--- config.mk ---
export PLATFORM = sky130hd
export DESIGN_NAME = inst_fetch_stage
export DESIGN_NICKNAME = d
export VERILOG_FILES = /design/src/rtl/inst_fetch_stage.sv
export SDC_FILE = /design/constraint.sdc
export NUM_CORES = 1
export LEC_CHECK = 0
export BUFFER_PORTS_ARGS = -buffer_cell sky130_fd_sc_hd__buf_4
export CAP_MARGIN = 20
export CORE_MARGIN = 2
export CORE_UTILIZATION = 62
export CTS_BUF_LIST = sky130_fd_sc_hd__clkbuf_4 sky130_fd_sc_hd__clkbuf_8
export DETAILED_ROUTE_END_ITERATION = 12
export PLACE_DENSITY = 0.89
export SETUP_SLACK_MARGIN = 0.02
export SKIP_LAST_GASP = 1
export SYNTH_ARGS = -nofsm -noshare
export SYNTH_HDL_FRONTEND = slang
export SYNTH_SLANG_ARGS = --single-unit
--- constraint.sdc ---
create_clock -name clk -period 12 [get_ports clk]
set_input_delay 1.2 -clock clk [delete_from_list [all_inputs] [get_ports clk]]
set_output_delay 1.2 -clock clk [all_outputs]
set_load 0.01 [all_outputs]
--- src/rtl/inst_fetch_stage.sv ---
// rtl/inst_fetch_stage.sv - instruction fetch stage: PC, single-outstanding imem requests, IF/ID register
`timescale 1ns/1ps
module inst_fetch_stage #(
   parameter logic [31:0] RESET_PC = 32'h0000_0000,
   parameter logic [31:0] NOP_INST = 32'h0000_0013
) (
   input  logic        clk,
   input  logic        rst_n,
   output logic        imem_req_valid,
   input  logic        imem_req_ready,
   output logic [31:0] imem_req_addr,
   input  logic        imem_rsp_valid,
   input  logic [31:0] imem_rsp_data,
   input  logic        redirect_valid,
   input  logic [31:0] redirect_pc,
   input  logic        stall_d,
   output logic        id_valid,
   output logic [31:0] id_pc,
   output logic [31:0] id_pc_plus4,
   output logic [31:0] id_inst
);
   localparam logic [1:0] S_REQ  = 2'd0;
   localparam logic [1:0] S_WAIT = 2'd1;
   localparam logic [1:0] S_FULL = 2'd2;

   logic [1:0]  state;
   logic [31:0] pc;
   logic        kill;
   logic        skid_valid;
   logic [31:0] skid_pc;
   logic [31:0] skid_inst;

   logic        req_hs;
   logic        id_free;
   logic        load_rsp;
   logic        load_skid;
   logic [31:0] fetch_pc;

   assign imem_req_valid = (state == S_REQ);
   assign imem_req_addr  = pc;
   assign req_hs         = imem_req_valid & imem_req_ready;
   assign id_free        = ~id_valid | ~stall_d;
   // pc has already stepped past the request that is outstanding
   assign fetch_pc       = pc - 32'd4;
   assign load_rsp       = (state == S_WAIT) & imem_rsp_valid & ~kill & ~redirect_valid & id_free;
   assign load_skid      = (state == S_FULL) & skid_valid & ~redirect_valid & id_free;

   always_ff @(posedge clk or negedge rst_n) begin
      if (!rst_n) begin
         state      <= S_REQ;
         pc         <= RESET_PC;
         kill       <= 1'b0;
         skid_valid <= 1'b0;
         skid_pc    <= '0;
         skid_inst  <= '0;
      end else if (redirect_valid) begin
         pc         <= {redirect_pc[31:2], 2'b00};
         skid_valid <= 1'b0;
         case (state)
            S_REQ: begin
               // a request accepted this cycle is for the old path
               if (req_hs) begin
                  state <= S_WAIT;
                  kill  <= 1'b1;
               end
            end
            S_WAIT: begin
               if (imem_rsp_valid) begin
                  state <= S_REQ;
                  kill  <= 1'b0;
               end else begin
                  kill  <= 1'b1;
               end
            end
            default: state <= S_REQ;
         endcase
      end else begin
         case (state)
            S_REQ: begin
               if (req_hs) begin
                  pc    <= pc + 32'd4;
                  state <= S_WAIT;
               end
            end
            S_WAIT: begin
               if (imem_rsp_valid) begin
                  if (kill) begin
                     kill  <= 1'b0;
                     state <= S_REQ;
                  end else if (id_free) begin
                     state <= S_REQ;
                  end else begin
                     skid_valid <= 1'b1;
                     skid_pc    <= fetch_pc;
                     skid_inst  <= imem_rsp_data;
                     state      <= S_FULL;
                  end
               end
            end
            default: begin
               if (id_free) begin
                  skid_valid <= 1'b0;
                  state      <= S_REQ;
               end
            end
         endcase
      end
   end

   always_ff @(posedge clk or negedge rst_n) begin
      if (!rst_n) begin
         id_valid    <= 1'b0;
         id_pc       <= '0;
         id_pc_plus4 <= 32'd4;
         id_inst     <= NOP_INST;
      end else if (redirect_valid) begin
         id_valid <= 1'b0;
         id_inst  <= NOP_INST;
      end else if (load_rsp) begin
         id_valid    <= 1'b1;
         id_pc       <= fetch_pc;
         id_pc_plus4 <= fetch_pc + 32'd4;
         id_inst     <= imem_rsp_data;
      end else if (load_skid) begin
         id_valid    <= 1'b1;
         id_pc       <= skid_pc;
         id_pc_plus4 <= skid_pc + 32'd4;
         id_inst     <= skid_inst;
      end else if (id_free) begin
         id_valid <= 1'b0;
         id_inst  <= NOP_INST;
      end
   end
endmodule
# Yosys cells after proc, flatten, opt, wreduce, memory -nomap -nowiden
# Index checks and enable logic that the tools add are counted.
dict set report word_totals {
  register_bits 197
  in_bits 70
  output_inout_bits 130
  word_cells 87
}
dict set report classes {
  mux 35
  bitwise_logic 14
  n_reduce_logical 16
  eq_ne 8
  addsub 4
}
# operator n
set op_table {}
lappend op_table {{$mux 32} 11}
lappend op_table {{$add 32x3->32 const B} 3}
lappend op_table {{$sub 32x3->32 const B} 1}
lappend op_table {{$mux 2} 7}
lappend op_table {{$mux 1} 13}
lappend op_table {{$reduce_bool 2->1} 6}
lappend op_table {{$reduce_and 5->1} 2}
lappend op_table {{$ne 3x3->1 const B} 3}
lappend op_table {{$and 1x1->1} 8}
lappend op_table {{$pmux 2 s2} 2}
lappend op_table {{$reduce_bool 4->1} 2}
lappend op_table {{$reduce_and 2->1} 3}
lappend op_table {{$not 1->1} 5}
lappend op_table {{$pmux 1 s2} 2}
lappend op_table {{$reduce_and 4->1} 1}
lappend op_table {{$ne 3x2->1 const B} 1}
lappend op_table {{$reduce_bool 3->1} 1}
lappend op_table {{$eq 2x1->1 const B} 1}
lappend op_table {{$eq 2x2->1 const B} 1}
lappend op_table {{$logic_not 2->1} 1}
lappend op_table {{$ne 2x1->1 const B} 1}
lappend op_table {{$ne 2x2->1 const B} 1}
lappend op_table {{$or 1x1->1} 1}

# Longest topological paths before layout
# Gate-level depths: netlist of run 1.
dict set report logic_depth {
  ltp_word 7
  depth_mapped 17
  mapped_depth_nobuf 12
}

# Least setup slack after synthesis of run 1
# No wires, ideal clock.
dict set report synth_path {
  path_type {input port to flip-flop}
  from {input port stall_d}
  to {register id_pc_plus4[30]}
  arrival_ns 4.458
  required_time_ns 11.918
  stages 15
  setup_time_ns 0.082
  setup_slack_ns 7.460
  cell_sequence {a21oi_1 > nand2_1 > clkbuf_1 > clkbuf_1 > clkbuf_1 > clkbuf_1 > nand2_1 > o21ai_0 > ha_1 > nor2b_1 > a31oi_1 > nor4_1 > nand3_1 > or3_1 > a31oi_1}
}
dict set report synth_between {
  elab_chain_cells 5
}
# item line
set synth_rtl {}
lappend synth_rtl {{start: declaration} 16} ;# input logic stall_d,
lappend synth_rtl {{$not 1->1 (*)} 42} ;# assign id_free = ~id_valid | ~stall_d;
lappend synth_rtl {{$or 1x1->1 (*)} 42}
lappend synth_rtl {{$and 1x1->1, on equally long branches} {45, 46}}
lappend synth_rtl {{$reduce_bool 2->1 (no line)} n/a}
lappend synth_rtl {{$reduce_and 2->1 (no line)} n/a}
lappend synth_rtl {{end signal: assignment} 122} ;# id_pc_plus4 <= fetch_pc + 32'd4;
lappend synth_rtl {{end signal: assignment} 127} ;# id_pc_plus4 <= skid_pc + 32'd4;
lappend synth_rtl {{end: declaration} 19} ;# output logic [31:0] id_pc_plus4,
# Mark *: on every way between the ends. The rest lies on a longest branch, timed or not.
# A chain may end at the register's enable or synchronous reset.

# Worst setup path after layout of run 1
dict set report layout_path {
  from {input port redirect_valid}
  to {register id_pc_plus4[30]}
}
dict set report layout_between {
  elab_chain_cells 5
}
# item line
set layout_rtl {}
lappend layout_rtl {{start: declaration} 14} ;# input logic redirect_valid,
lappend layout_rtl {{$not 1->1 (no line) (*)} n/a}
lappend layout_rtl {{$and 1x1->1, on equally long branches (2 in a row)} {45, 46}}
lappend layout_rtl {{$reduce_bool 2->1 (no line)} n/a}
lappend layout_rtl {{$reduce_and 2->1 (no line)} n/a}
# Marks and branches as above.

==> out/metrics.cfg, run 1 <==
[run_status]
status = finished, final reports clean

[worst_setup_path]
path_class = input pin to flip-flop
cp_max_fo = 66
worst_setup_path_end_kind = flip-flop
required_ns = 12.40
start_kind = input pin
arrival_ns = 5.05
ff2ff_path_depth = 12

[timing]
rsz0062_at_grt = no
fmax_mhz = 215
setup_ws_ns = 7.35
tightestPinTransition_ns = 1.09
hold-worst-slack_ns = 0.486
fin_crit_ns = 4.65
fin_skew_ns = 0.0127
relSlewSlack = 0.267
slew_violations = 0
hold_viol_final = 0
fin_crit_sh = 0.387
setup_viol = 0
fin_setup_tns_ns = 0

[synthesis]
netlist_instances = 1057
syn_avg_cell_area_um2 = 9.23
synth-simple-area-share = 0.204
yosysUniqueCellTypes = 66
synth_fa_ha_area_frac = 0.00385
async_reset_ff_frac = 1.00
synth.cell_area_um2 = 9750
ys_warn_count = 0
synth-compound-area-share = 0.161
synth_xor_area_frac = 0.0584
synth-seq-cells = 189
synth_top_family_by_area = simple AND/OR/NAND/NOR gates
synth_ff_type = dfrtp_1
synth_seq_area_share = 0.485
synth_edf_count = 0
muxShareOfSynthArea = 0.0458

[floorplanning]
die_x_um = 129
fp.coreArea_um2 = 15300
ios = 200
die_h_um = 129
start_util = 0.637
dieArea_um2 = 16800
fp-row-count = 45

[placement]
routabilityCongestion = 0.902
place_area_um2 = 11300
io_buffers = 191
dp_hpwl_mm = 17.3
pre_cts_slack_ns = 6.96

[cts]
cts_sinks = 189
cts_tree = yes
cts_resized = 0
numCtsBuffers = 17
clkTransAtPathRegs_ns = 0.10
clk_latency_ns = 0.47
post_cts_buffers = 0
htreeDepth = 4
clk_path_buf_depth = 2
cts-root-buf = clkbuf_8
holdBufCountCts = 0

[routing]
vias_per_cell = 6.00
initialDrtViolationCount = 890
wl_per_cell_um = 17.2
firstDrtPassIters = 8
vias = 8535
drc = 0
postRouteAntennaNets = 0
wl_mm = 24.4

[grt]
grt_pass1_vias = 7798
grt_overflow_total = 0
grt_max_degree = 85
antenna_found_initial = 0
grt_pass1_wl_mm = 39.4
grt_use_total = 0.298

[worst_hold_path]
hold_class = flip-flop to flip-flop
min_path_cells = 2

[finish]
final_nets = 1271
diodes = 0
area_delta_synth_final_pct = 19.9
fin_area_um2 = 11700
final_core_util = 0.764
drive_gt1_frac = 0.258

[power]
p_leak_uw = 0.00518
vdd_drop_max_mv = 0.0766
powerDensity_nw_per_um2 = 134

[flow_run]
maxCapViolations = 0

## worst max-delay path: stages
cell     delay [ns]
buf_4          0.26
a21oi_1        0.67
nand2_1        0.13
buf_4          0.31
o21ai_0        0.30
ha_1           0.31
nor2b_1        0.15
a31oi_1        0.16
nor4_1         0.86
nand3_1        0.18
or3_1          0.34
a31oi_1        0.16
## area by class of cell
type	instances	area, µm²
Fill cell	1098	3620
Sequential cell	189	4730
Tap cell	211	264
Timing Repair Buffer	206	1570
Inverter	6	22.5
Clock inverter	12	160
Clock buffer	20	263
Multi-Input combinational cell	778	4680
## synthesized netlist by cell type (5+ instances only)
master	number	area, µm²
a31o_2	10	87.6
and2_1	10	62.6
dfrtp_1	185	4630
a21oi_1	17	85.1
nor4_1	14	87.6
mux2_2	37	417
inv_1	6	22.5
or4_1	7	52.6
nor2_1	72	270
buf_4	7	52.6
or3_1	9	56.3
a22oi_1	27	203
a31oi_1	24	150
o31ai_1	6	45.0
nor3_1	12	60.1
xnor2_1	33	289
nand2_1	190	713
a21o_1	5	37.5
buf_1	6	22.5
nand3_1	20	100
nand4_1	22	138
o21ai_0	136	681
and3_1	14	87.6
nand2b_1	5	31.3
clkbuf_1	70	263
xor2_1	32	280
## flip-flops by register name, summed over array words and instances (netlist names)
signal / flops
id_inst: 32
skid_inst: 32
id_pc: 30
id_pc_plus4: 30
imem_req_addr: 30
skid_pc: 30
state: 2
id_valid: 1
kill: 1
skid_valid: 1
## per-layer routing
| layer | vias up | wire, µm | track usage |
|---|---|---|---|
| li1 | 4014 | - | - |
| met1 | 4078 | 10900 | 0.441 |
| met2 | 393 | 11000 | 0.445 |
| met3 | 50 | 1900 | 0.0557 |
| met4 | 0 | 596 | 0.108 |
| met5 | - | 0 | 0 |
## final timing paths
| check | to | slack (ns) | startpoint |
|---|---|---|---|
| worst min-delay path | id_inst[19]$_DFFE_PN0P_ | 0.49 | id_inst[19]$_DFFE_PN0P_ |
| max in group asynchronous | state[1]$_DFFE_PN0P_ | 9.32 | rst_n |
| worst max register to register | id_pc_plus4[30]$_DFFE_PN0P_ | 7.79 | state[0]$_DFFE_PN0P_ |
| min in group asynchronous | id_pc[16]$_DFFE_PN0P_ | 0.67 | rst_n |
| worst max-delay path | id_pc_plus4[30]$_DFFE_PN0P_ | 7.35 | redirect_valid |
| worst min register to register | id_inst[19]$_DFFE_PN0P_ | 0.49 | id_inst[19]$_DFFE_PN0P_ |
## where the power goes
part           switching [µW]  internal, µW
Combinational             177           159
Sequential               72.9           711
Clock                     228           218
## per-stage QoR
| step | std cells | power, µW |
|---|---|---|
| after floorplan | 1062 | 957 |
| after global placement | 1389 | 1110 |
| after detailed placement | 1390 | 1130 |
| after CTS | 1422 | 1570 |
| after global routing | 1422 | 1640 |
| final | 1422 | 1570 |
## logic make-up after synthesis
family | count (synthesis)
simple gates | 406
compound gates | 258
flops | 189
buf+inv | 95
xor+xnor | 65
mux | 40
fa+ha+maj | 3
other cells | 1
## placed cells by master (no fill, tap or decap), types with 5 or more instances in the layout
master | Yosys | layout
nand3_1 | 20 | 20
or3_1 | 9 | 9
nor2_1 | 72 | 67
mux2_2 | 37 | 37
dfrtp_1 | 185 | 185
nand4_1 | 22 | 22
nand2b_1 | 5 | 5
and2_1 | 10 | 10
a22oi_1 | 27 | 27
clkbuf_8 | 0 | 18
conb_1 | 1 | 6
and3_1 | 14 | 14
nand2_1 | 190 | 190
a31o_2 | 10 | 10
o21ai_0 | 136 | 136
a31oi_1 | 24 | 24
inv_1 | 6 | 6
nor3_1 | 12 | 12
nor4_1 | 14 | 14
buf_4 | 7 | 204
o31ai_1 | 6 | 6
xor2_1 | 32 | 32
a21o_1 | 5 | 5
or4_1 | 7 | 7
a21oi_1 | 17 | 17
xnor2_1 | 33 | 33
No activity file was read; power rests on OpenSTA's default activity.
==> run 2, diff against run 1 <==
--- a/config.mk
+++ b/config.mk
@@ -8,10 +8,10 @@
 export BUFFER_PORTS_ARGS = -buffer_cell sky130_fd_sc_hd__buf_4
 export CAP_MARGIN = 20
 export CORE_MARGIN = 2
-export CORE_UTILIZATION = 62
+export CORE_UTILIZATION = 57
 export CTS_BUF_LIST = sky130_fd_sc_hd__clkbuf_4 sky130_fd_sc_hd__clkbuf_8
 export DETAILED_ROUTE_END_ITERATION = 12
-export PLACE_DENSITY = 0.89
+export PLACE_DENSITY = 0.82
 export SETUP_SLACK_MARGIN = 0.02
 export SKIP_LAST_GASP = 1
 export SYNTH_ARGS = -nofsm -noshare
==> constraint.sdc (replaced) <==
create_clock -name clk -period 4.3 [get_ports clk]
set_input_delay 0.43 -clock clk [delete_from_list [all_inputs] [get_ports clk]]
set_output_delay 0.43 -clock clk [all_outputs]
set_load 0.01 [all_outputs]
==> run 2 against run 1 <==
  * Sequential share of layout area is 0.32 points lower
  * Flip-flop and latch count stayed put
  * Register-to-register slack worse by 7.4 ns
  * Critical endpoint is now id_pc_plus4[27]$_DFFE_PN0P_
  * Largest power group unchanged
==> out/metrics.cfg, run 2 (same netlist as run 1, synthesis figures left out) <==
[worst_setup_path]
r2r_end = id_pc_plus4[27]$_DFFE_PN0P_
crit_top_cell = a31oi_1
path_class = flip-flop to flip-flop
required_ns = 4.69  ; -7.71 ns
worst_setup_path_end_kind = flip-flop
r2r-start = imem_req_addr[2]$_DFFE_PN0P_
ff2ff_path_depth = 9  ; -3
slowest_stage = or4b_4
arrival_ns = 4.26  ; -0.79 ns
ff2ff_setup_slack_ns = 0.42  ; -7.37 ns
start_kind = flip-flop
cp_max_fo = 14  ; -79%
worstPathCellList = inv_1 -> ha_1 -> or4b_4 -> or4_1 -> a31oi_1 -> nor4b_2 -> nor4b_4 -> nand4_1 -> a31oi_1
slowest_delay_ns = 0.62  ; -0.24 ns

[routing]
postRouteAntennaNets = 0  ; unchanged
vias_per_cell = 5.90  ; -1.8%
firstDrtPassIters = 5  ; -3
wl_per_cell_um = 17.3  ; +0.56%
drc = 0  ; unchanged
wl_mm = 24.9  ; +2.0%
vias = 8503  ; -0.37%
initialDrtViolationCount = 805  ; -9.6%

[power]
clockPowerShare = 0.280  ; -0.005
vdd_drop_max_mv = 0.244  ; +220%
powerDensity_nw_per_um2 = 370  ; +180%
switching_power_uw = 1390  ; +190%
power_frac_seq = 0.499  ; about the same
share_comb_of_total_power = 0.221  ; +0.006
switching_share = 0.318  ; +0.0122
internal-power_uw = 2980  ; +170%
p_leak_uw = 0.00523  ; +1.1%

[floorplanning]
start_util = 0.586  ; -0.0508
dieArea_um2 = 18200  ; +8.5%
fp.coreArea_um2 = 16600  ; +8.7%
fp-row-count = 47  ; +4.4%
die_h_um = 135  ; +4.2%
die_x_um = 135  ; +4.2%
ios = 200  ; unchanged

[finish]
final_cell_mix = buf_4, nand2_1, dfrtp_1
drive_gt1_frac = 0.264  ; +0.00586
final_core_util = 0.708  ; -0.0553
diodes = 0  ; unchanged
fin_area_um2 = 11800  ; +0.79%
final_nets = 1282  ; +0.87%
seqCellArea_um2 = 4730  ; unchanged
multi_input_area_um2 = 4680  ; unchanged
reg_top3 = id_inst x32, skid_inst x32
area_delta_synth_final_pct = 20.8
fillers = 1299  ; +18%
final_common_cell = buf_4

[timing]
fin_setup_tns_ns = 0  ; unchanged
fmax_mhz = 258
slew_violations = 0  ; unchanged
tightestPinTransition_ns = 0.801  ; -0.288 ns
relSlewSlack = 0.461  ; +0.194
fin_crit_sh = 0.902
rsz0062_at_grt = no
fin_skew_ns = 0.0126  ; -0.0000521 ns
hold_viol_final = 0  ; unchanged
hold-worst-slack_ns = 0.158  ; -0.328 ns
fin_crit_ns = 3.88
setup_viol = 0  ; unchanged

[grt]
grt_pass1_wl_mm = 40.7  ; +3.2%
grt_pass1_vias = 8011  ; +2.7%
grt_overflow_total = 0  ; unchanged
grt_max_degree = 114  ; +34%
grt_use_total = 0.280  ; -0.0186
antenna_found_initial = 0  ; unchanged

[cts]
cts-root-buf = clkbuf_8
clkTransAtPathRegs_ns = 0.10  ; about the same
cts_resized = 0  ; unchanged
post_cts_buffers = 0  ; unchanged
clk_latency_ns = 0.47  ; about the same
htreeDepth = 4  ; unchanged
numCtsBuffers = 17  ; unchanged
cts_sinks = 189  ; unchanged
clk_path_buf_depth = 2  ; unchanged
cts_tree = yes
holdBufCountCts = 0  ; unchanged

[placement]
dp_hpwl_mm = 17.7  ; +2.1%
place_area_um2 = 11300  ; +0.63%
routabilityCongestion = 0.862  ; -4.5%
io_buffers = 191  ; unchanged

[worst_hold_path]
min_path_cells = 3  ; +1
hp-start = redirect_pc[8]
hold-path-endpoint = imem_req_addr[8]$_DFFE_PN0P_
hold_class = input pin to flip-flop

[flow_run]
maxCapViolations = 0  ; unchanged

[run_status]
status = finished, final reports clean

run 2: metal layers:
layer | global-route usage | vias up | wire length (µm)
met4 | 0.104 | 0 | 568
met5 | 0 | - | 0
li1 | - | 4036 | -
met3 | 0.0503 | 44 | 1810
met1 | 0.423 | 4058 | 11700
met2 | 0.403 | 365 | 10900
run 2: per-stage QoR:
stage	power [µW]	worst slack (ns)	std cells
CTS	4390	0.486	1440
global placement	3130	0.623	1408
floorplan	2670	0.415	1062
detailed placement	3170	0.509	1408
global route	4580	0.125	1442
finish	4370	0.424	1442
run 2: critical path: cells and delay by family (launching register included):
| family | cells | cell delay (ns) |
|---|---|---|
| DFF | 1 | 0.55 |
| adders and majority gates | 1 | 0.31 |
| buffers and inverters | 1 | 0.14 |
| AOI/OAI and AO/OA | 2 | 0.59 |
| and+or+nand+nor | 5 | 2.21 |
run 2: worst max-delay path by stage:
stage                                 start                           to  slack, ns  depth (start not counted)
2_1_floorplan          state[0]$_DFFE_PN0P_  id_pc_plus4[30]$_DFFE_PN0P_       0.41                         15
3_3_place_gp   imem_req_addr[2]$_DFFE_PN0P_  id_pc_plus4[24]$_DFFE_PN0P_       0.62                         10
3_5_place_dp   imem_req_addr[2]$_DFFE_PN0P_  id_pc_plus4[24]$_DFFE_PN0P_       0.51                         10
4_1_cts        imem_req_addr[2]$_DFFE_PN0P_  id_pc_plus4[27]$_DFFE_PN0P_       0.49                         10
5_1_grt        imem_req_addr[2]$_DFFE_PN0P_  id_pc_plus4[31]$_DFFE_PN0P_       0.13                          9
6_report       imem_req_addr[2]$_DFFE_PN0P_  id_pc_plus4[27]$_DFFE_PN0P_       0.42                          9
run 2: final cells by class:
cell class / count / share of cell area
timing repair buffer: 217 / 0.142
tap: 220 / 0.0234
clock buffer: 17 / 0.0199
sequential: 189 / 0.402
clock inverter: 15 / 0.0146
multi-input combinational: 778 / 0.397
inverter: 6 / 0.00191
run 2: power groups by stage:
stage | Clock (µW) | Combinational [µW] | Sequential, µW
2_1_floorplan | 0 | 465 | 2210
3_3_place_gp | 0 | 933 | 2200
3_5_place_dp | 0 | 962 | 2210
4_1_cts | 1250 | 966 | 2170
5_1_grt | 1310 | 1060 | 2210
6_report | 1220 | 967 | 2180
